File: src/rtl/nn_ctrl_pkg.sv
// Shared control definitions for the NN datapath sequencers and the Serializer.
package nn_ctrl_pkg;

   localparam int unsigned DEFAULT_INPUT_SIZE = 16;
   localparam int unsigned DEFAULT_Q_SIZE     = 8;

   typedef enum logic [1:0] {
      SEQ_IDLE,
      SEQ_LOAD,
      SEQ_STREAM,
      SEQ_DONE
   } seq_state_t;

endpackage

File: src/rtl/serializer_sequencer.sv
// Sequences one Serializer: loads a vector on the LOAD handshake, then shifts out the
// remaining INPUT_SIZE-1 elements back to back, tagging each with index and first/last flags.
module serializer_sequencer
   import nn_ctrl_pkg::*;
#(
   parameter  int unsigned INPUT_SIZE  = DEFAULT_INPUT_SIZE,
   parameter  int unsigned MAX_VECTORS = 1024,
   localparam int unsigned IDX_W       = $clog2(INPUT_SIZE),
   localparam int unsigned VEC_W       = $clog2(MAX_VECTORS + 1)
) (
   input  logic             clk,
   input  logic             rst_n,
   input  logic             start,
   input  logic             abort,
   input  logic [VEC_W-1:0] num_vectors,
   input  logic             vec_valid,
   output logic             vec_ready,
   output logic             serializer_update,
   output logic             serializer_shift,
   output logic             elem_valid,
   output logic [IDX_W-1:0] elem_idx,
   output logic             first_elem,
   output logic             last_elem,
   output logic [VEC_W-1:0] vec_idx,
   output logic             last_vec,
   output logic             busy,
   output logic             done
);

   localparam logic [IDX_W-1:0] IDX_LAST = IDX_W'(INPUT_SIZE - 1);

   seq_state_t       state_q, state_d;
   logic [IDX_W-1:0] elem_idx_q, elem_idx_d;
   logic [VEC_W-1:0] vec_idx_q, vec_idx_d;
   logic [VEC_W-1:0] num_vectors_q, num_vectors_d;
   logic             on_last_vec;

   // State and counter registers
   always_ff @(posedge clk or negedge rst_n) begin
      if (!rst_n) begin
         state_q       <= SEQ_IDLE;
         elem_idx_q    <= '0;
         vec_idx_q     <= '0;
         num_vectors_q <= '0;
      end else begin
         state_q       <= state_d;
         elem_idx_q    <= elem_idx_d;
         vec_idx_q     <= vec_idx_d;
         num_vectors_q <= num_vectors_d;
      end
   end

   assign on_last_vec = (vec_idx_q == VEC_W'(num_vectors_q - VEC_W'(1)));

   // Next-state and strobe decode
   always_comb begin
      state_d          = state_q;
      elem_idx_d       = elem_idx_q;
      vec_idx_d        = vec_idx_q;
      num_vectors_d    = num_vectors_q;
      vec_ready        = 1'b0;
      serializer_shift = 1'b0;
      elem_valid       = 1'b0;
      done             = 1'b0;

      case (state_q)
         SEQ_IDLE: begin
            if (start) begin
               num_vectors_d = num_vectors;
               vec_idx_d     = '0;
               elem_idx_d    = '0;
               state_d       = (num_vectors == '0) ? SEQ_DONE : SEQ_LOAD;
            end
         end
         SEQ_LOAD: begin
            vec_ready = 1'b1;
            if (vec_valid) begin
               elem_valid = 1'b1;
               elem_idx_d = IDX_W'(1);
               state_d    = SEQ_STREAM;
            end
         end
         SEQ_STREAM: begin
            // Serializer cannot hold, so streaming never stalls
            serializer_shift = 1'b1;
            elem_valid       = 1'b1;
            if (elem_idx_q == IDX_LAST) begin
               elem_idx_d = '0;
               if (on_last_vec) begin
                  state_d = SEQ_DONE;
               end else begin
                  vec_idx_d = vec_idx_q + VEC_W'(1);
                  state_d   = SEQ_LOAD;
               end
            end else begin
               elem_idx_d = elem_idx_q + IDX_W'(1);
            end
         end
         SEQ_DONE: begin
            done    = 1'b1;
            state_d = SEQ_IDLE;
         end
         default: state_d = SEQ_IDLE;
      endcase

      // Abort overrides everything; vec_ready drops too so no handshake can complete
      if (abort && (state_q != SEQ_IDLE)) begin
         state_d          = SEQ_IDLE;
         elem_idx_d       = '0;
         vec_idx_d        = vec_idx_q;
         num_vectors_d    = num_vectors_q;
         vec_ready        = 1'b0;
         serializer_shift = 1'b0;
         elem_valid       = 1'b0;
         done             = 1'b0;
      end
   end

   assign serializer_update = vec_valid & vec_ready;
   assign elem_idx          = elem_idx_q;
   assign vec_idx           = vec_idx_q;
   assign first_elem        = elem_valid & (elem_idx_q == '0);
   assign last_elem         = elem_valid & (elem_idx_q == IDX_LAST);
   assign last_vec          = elem_valid & on_last_vec;
   assign busy              = (state_q != SEQ_IDLE);

endmodule

File: config.mk
export PLATFORM = sky130hd
export DESIGN_NAME = serializer_sequencer
export DESIGN_NICKNAME = d
export VERILOG_FILES = /design/src/rtl/nn_ctrl_pkg.sv /design/src/rtl/serializer_sequencer.sv
export SDC_FILE = /design/constraint.sdc
export NUM_CORES = 1
export LEC_CHECK = 0
export BUFFER_PORTS_ARGS = -buffer_cell sky130_fd_sc_hd__buf_2
export CAP_MARGIN = 10
export CORE_AREA = 2 2 71 60
export DETAILED_ROUTE_END_ITERATION = 10
export DIE_AREA = 0 0 73 62
export PLACE_DENSITY = 0.92
export SLEW_MARGIN = 10
export SYNTH_ARGS = -nofsm -noshare
export SYNTH_HDL_FRONTEND = slang
export SYNTH_SLANG_ARGS = --single-unit
File: constraint.sdc
create_clock -name clk -period 4.8 [get_ports clk]
set_input_delay 0.48 -clock clk [delete_from_list [all_inputs] [get_ports clk]]
set_output_delay 0.48 -clock clk [all_outputs]
set_load 0.02 [all_outputs]
==> metrics.md <==
| Metric | Value |
|---|---|
| Max cap viols | `0` |
| DIE HEIGHT | `between 60 and 70 um` |
| Delay-heaviest family, CP | `compound AO/OA/AOI/OAI gates` |
| Fmax | `280 MHz` |
| Clock tree buffer depth | `2` |
| Placer Congestion | `0.956` |
| CP Capture Type | `output pin` |
| CP cell instances | `inv_1 > ha_1 > clkinv_1 > a21oi_1 > o21ai_0 > nor4b_1 > buf_2` |
| Mapped Cells | `259` |
| Min Hold Slack | `205 ps` |
| Post-Syn Area | `2210 um^2` |
| Clock-pin slew on the worst setup and hold paths | `approximately 100 ps` |
| H-tree Lvls | `1` |
| WL/cell | `16.5 um` |
| Resized cells post-CTS | `0` |
| Clock latency on the worst-skew pair | `280 ps` |
| Worst EP required | `4320 ps` |
| HPWL after DPL | `around 4000 um` |
| Critical Path Max Stage Delay | `510 ps` |
| Async SR Flop Fraction | `100%` |
| WP buf/inv | `3` |
| Die Width | `73 um` |
| DR DRC count | `0` |
| PD cells | `565 nW/um^2` |
| Post-CTS Setup Bufs | `0` |
| CP arrival | `roughly 3100 ps` |
| Sw power | `0.668 mW` |
| Clock share of power | `13.7%` |
| Number of synthesized flops with an enable pin | `0` |
| Synthesis-to-finish area growth | `11.3%` |
| Final net count | `313` |
| Share of layout cells above drive strength 1 | `21.9%` |
| Row count | `21` |
| Via Count | `2161` |
| Combinational group share of total power | `53.1%` |
| Max Slew Vio Count | `0` |
| Leak | `1.08 nW` |
| Pre-antenna DRT Iters | `5` |
| DRT Wirelength | `5500 um` |
| Sw frac | `48.2%` |
| First-pass GRT wire length | `approximately 9400 um` |
| Rel. slew slack | `between 50% and 60%` |
| # fillers | `304` |
| Final instance area | `2450 um^2` |
| Warning count from the yosys run | `0` |
| Max VDD drop | `between 400 and 500 uV` |
| Util after Layout | `62.7%` |
| Max Clock Skew | `3.63 ps` |
| Antenna violations before repair | `0` |
| Mapped Nets | `approximately 280` |
| Initial core utilization | `56.3%` |
| Setup TNS | `0 ps` |
| Tot Pwr | `1.39 mW` |
| I/O Pins | `40` |
| Grt ovf | `0` |
| Total internal power | `about 0.7 mW` |
| Synthesized flop and latch total | `28` |
| Core ar. | `3920 um^2` |
| CP max-delay cell | `a21oi_1` |
| PortBufs | `39` |
| Setup violators final | `0` |
| CTS Buf Count | `3` |
| Routed Antenna Nets | `0` |
| Final hold vios | `0` |
| Minimum clock period after layout | `3580 ps` |
| Critical Path Start Type | `register` |
| Synth Area per Inst | `8.52 um^2` |
| Initial DRC count | `201` |
| CTS tree | `yes` |
| Pin count of the biggest net entering global routing | `29` |
| Worst Tran Pin Value | `717 ps` |
| Distinct cell type count after synthesis | `61` |
| Die Area | `~4500 um^2` |
| Hold Buf Count CTS | `0` |
| Antenna fix cells | `0` |
| CTS Sinks | `28` |
| GRT Total Usage | `26.7%` |
| Root Driver | `clkbuf_8` |
| Worst hold path type | `input port to async pin` |
| Period utilization | `74.5%` |
| Critical-path maximum fanout | `16` |
| Unrepaired setup endpoints after global routing | `false` |
| Status | `finished, final reports clean` |
| Vias in the first global route | `1992` |
| Via density | `6.47` |
| Sequential element share of the synthesized area | `31.8%` |
| Placed Instance Area | `2380 um^2` |
| Setup CP Type | `register to output pin` |
| Top FF cell, synth | `dfrtp_1` |
| Part of the power in registers | `33.2%` |
[per-stage QoR]
stage	setup WS [ps]	cells
5_1_grt	947	334
2_1_floorplan	1720	259
3_5_place_dp	1650	330
6_report	1220	334
3_3_place_gp	1830	330
4_1_cts	1320	334
[sequential cells by signal, indices dropped and copies added (netlist names)]
signal         cells
elem_idx           4
num_vectors_q     11
state_q            2
vec_idx           11
[cells in the mapped netlist (3+ instances only)]
library cell	n	area (um^2)
a211oi_1	3	22.5
a21oi_1	9	45.0
a31oi_1	4	25.0
and2_1	4	25.0
and3_1	6	37.5
buf_2	3	15.0
buf_6	3	33.8
clkbuf_1	7	26.3
dfrtp_1	28	701
ha_1	8	100
inv_1	12	45.0
mux2_2	11	124
nand2_1	26	97.6
nand2b_1	7	43.8
nand3_1	12	60.1
nand4_1	5	31.3
nor2_1	20	75.1
nor3_1	9	45.0
nor4_1	10	62.6
o2111ai_1	3	26.3
o21ai_0	7	35.0
o31ai_1	3	22.5
or3_1	3	18.8
xnor2_1	7	61.3
xor2_1	3	26.3
[area by class of cell]
cell class                 instances  area [um^2]  area share, %
multi-input combinational        203         1370           56.0
sequential                        28          701           28.5
timing repair buffer              40          203           8.26
tap                               46         57.6           2.34
inverter                          13         48.8           1.99
clock buffer                       3         41.3           1.68
clock inverter                     1         30.0           1.22
[power groups by stage]
stage / Clock (mW) / Combinational, mW / Sequential, mW
2_1_floorplan: 0 / 0.591 / 0.408
3_3_place_gp: 0 / 0.686 / 0.453
3_5_place_dp: 0 / 0.710 / 0.460
4_1_cts: 0.190 / 0.723 / 0.456
5_1_grt: 0.202 / 0.808 / 0.478
6_report: 0.190 / 0.736 / 0.460
[cells in the final DEF, fill, tap and decap left out, types with 4 or more instances in the layout]
| cell | Yosys | routed |
|---|---|---|
| inv_1 | 12 | 12 |
| a21oi_1 | 9 | 9 |
| nand3_1 | 12 | 12 |
| and3_1 | 6 | 6 |
| nor3_1 | 9 | 9 |
| and2_1 | 4 | 4 |
| nand2_1 | 26 | 26 |
| nand4_1 | 5 | 5 |
| o21ai_0 | 7 | 7 |
| ha_1 | 8 | 8 |
| xnor2_1 | 7 | 7 |
| dfrtp_1 | 28 | 28 |
| mux2_2 | 11 | 11 |
| nor2_1 | 20 | 20 |
| nand2b_1 | 7 | 7 |
| buf_2 | 3 | 39 |
| nor4_1 | 10 | 10 |
| a31oi_1 | 4 | 4 |
[cells by family (layout without fill, tap and decap cells)]
group                    count (synthesis)  in the layout  synth area share (%)
flip-flops                              28             28                  31.8
AO/OA/AOI/OAI                           55             55                  18.2
multiplexers                            12             12                  6.07
buffers and inverters                   28             57                  5.96
AND/OR/NAND/NOR                        117            117                  28.8
XOR/XNOR                                11             11                  4.71
adder cells (fa/ha/maj)                  8              8                  4.54
[per-layer routing]
| layer | share of wire [%] | global-route usage, % | vias to the layer above |
|---|---|---|---|
| li1 | - | - | 1021 |
| met1 | 44 | 37.2 | 992 |
| met2 | 45 | 42.9 | 130 |
| met3 | 9.3 | 4.84 | 18 |
| met4 | 2.0 | 8.47 | 0 |
| met5 | 0 | 0 | - |
[final timing paths]
kind                                  start               end  slack, ps  cells past startpoint
setup / recovery                 state_q[0]        first_elem       1220                      7
hold / removal                        rst_n        vec_idx[0]        210                      1
setup reg to reg           num_vectors_q[0]        vec_idx[8]       1830                      9
hold reg to reg                 elem_idx[3]       elem_idx[3]        560                      1
max in group asynchronous             rst_n  num_vectors_q[3]       4190                      1
min in group clk             num_vectors[0]  num_vectors_q[0]        440                      2
No activity file was read; power rests on OpenSTA's default activity.
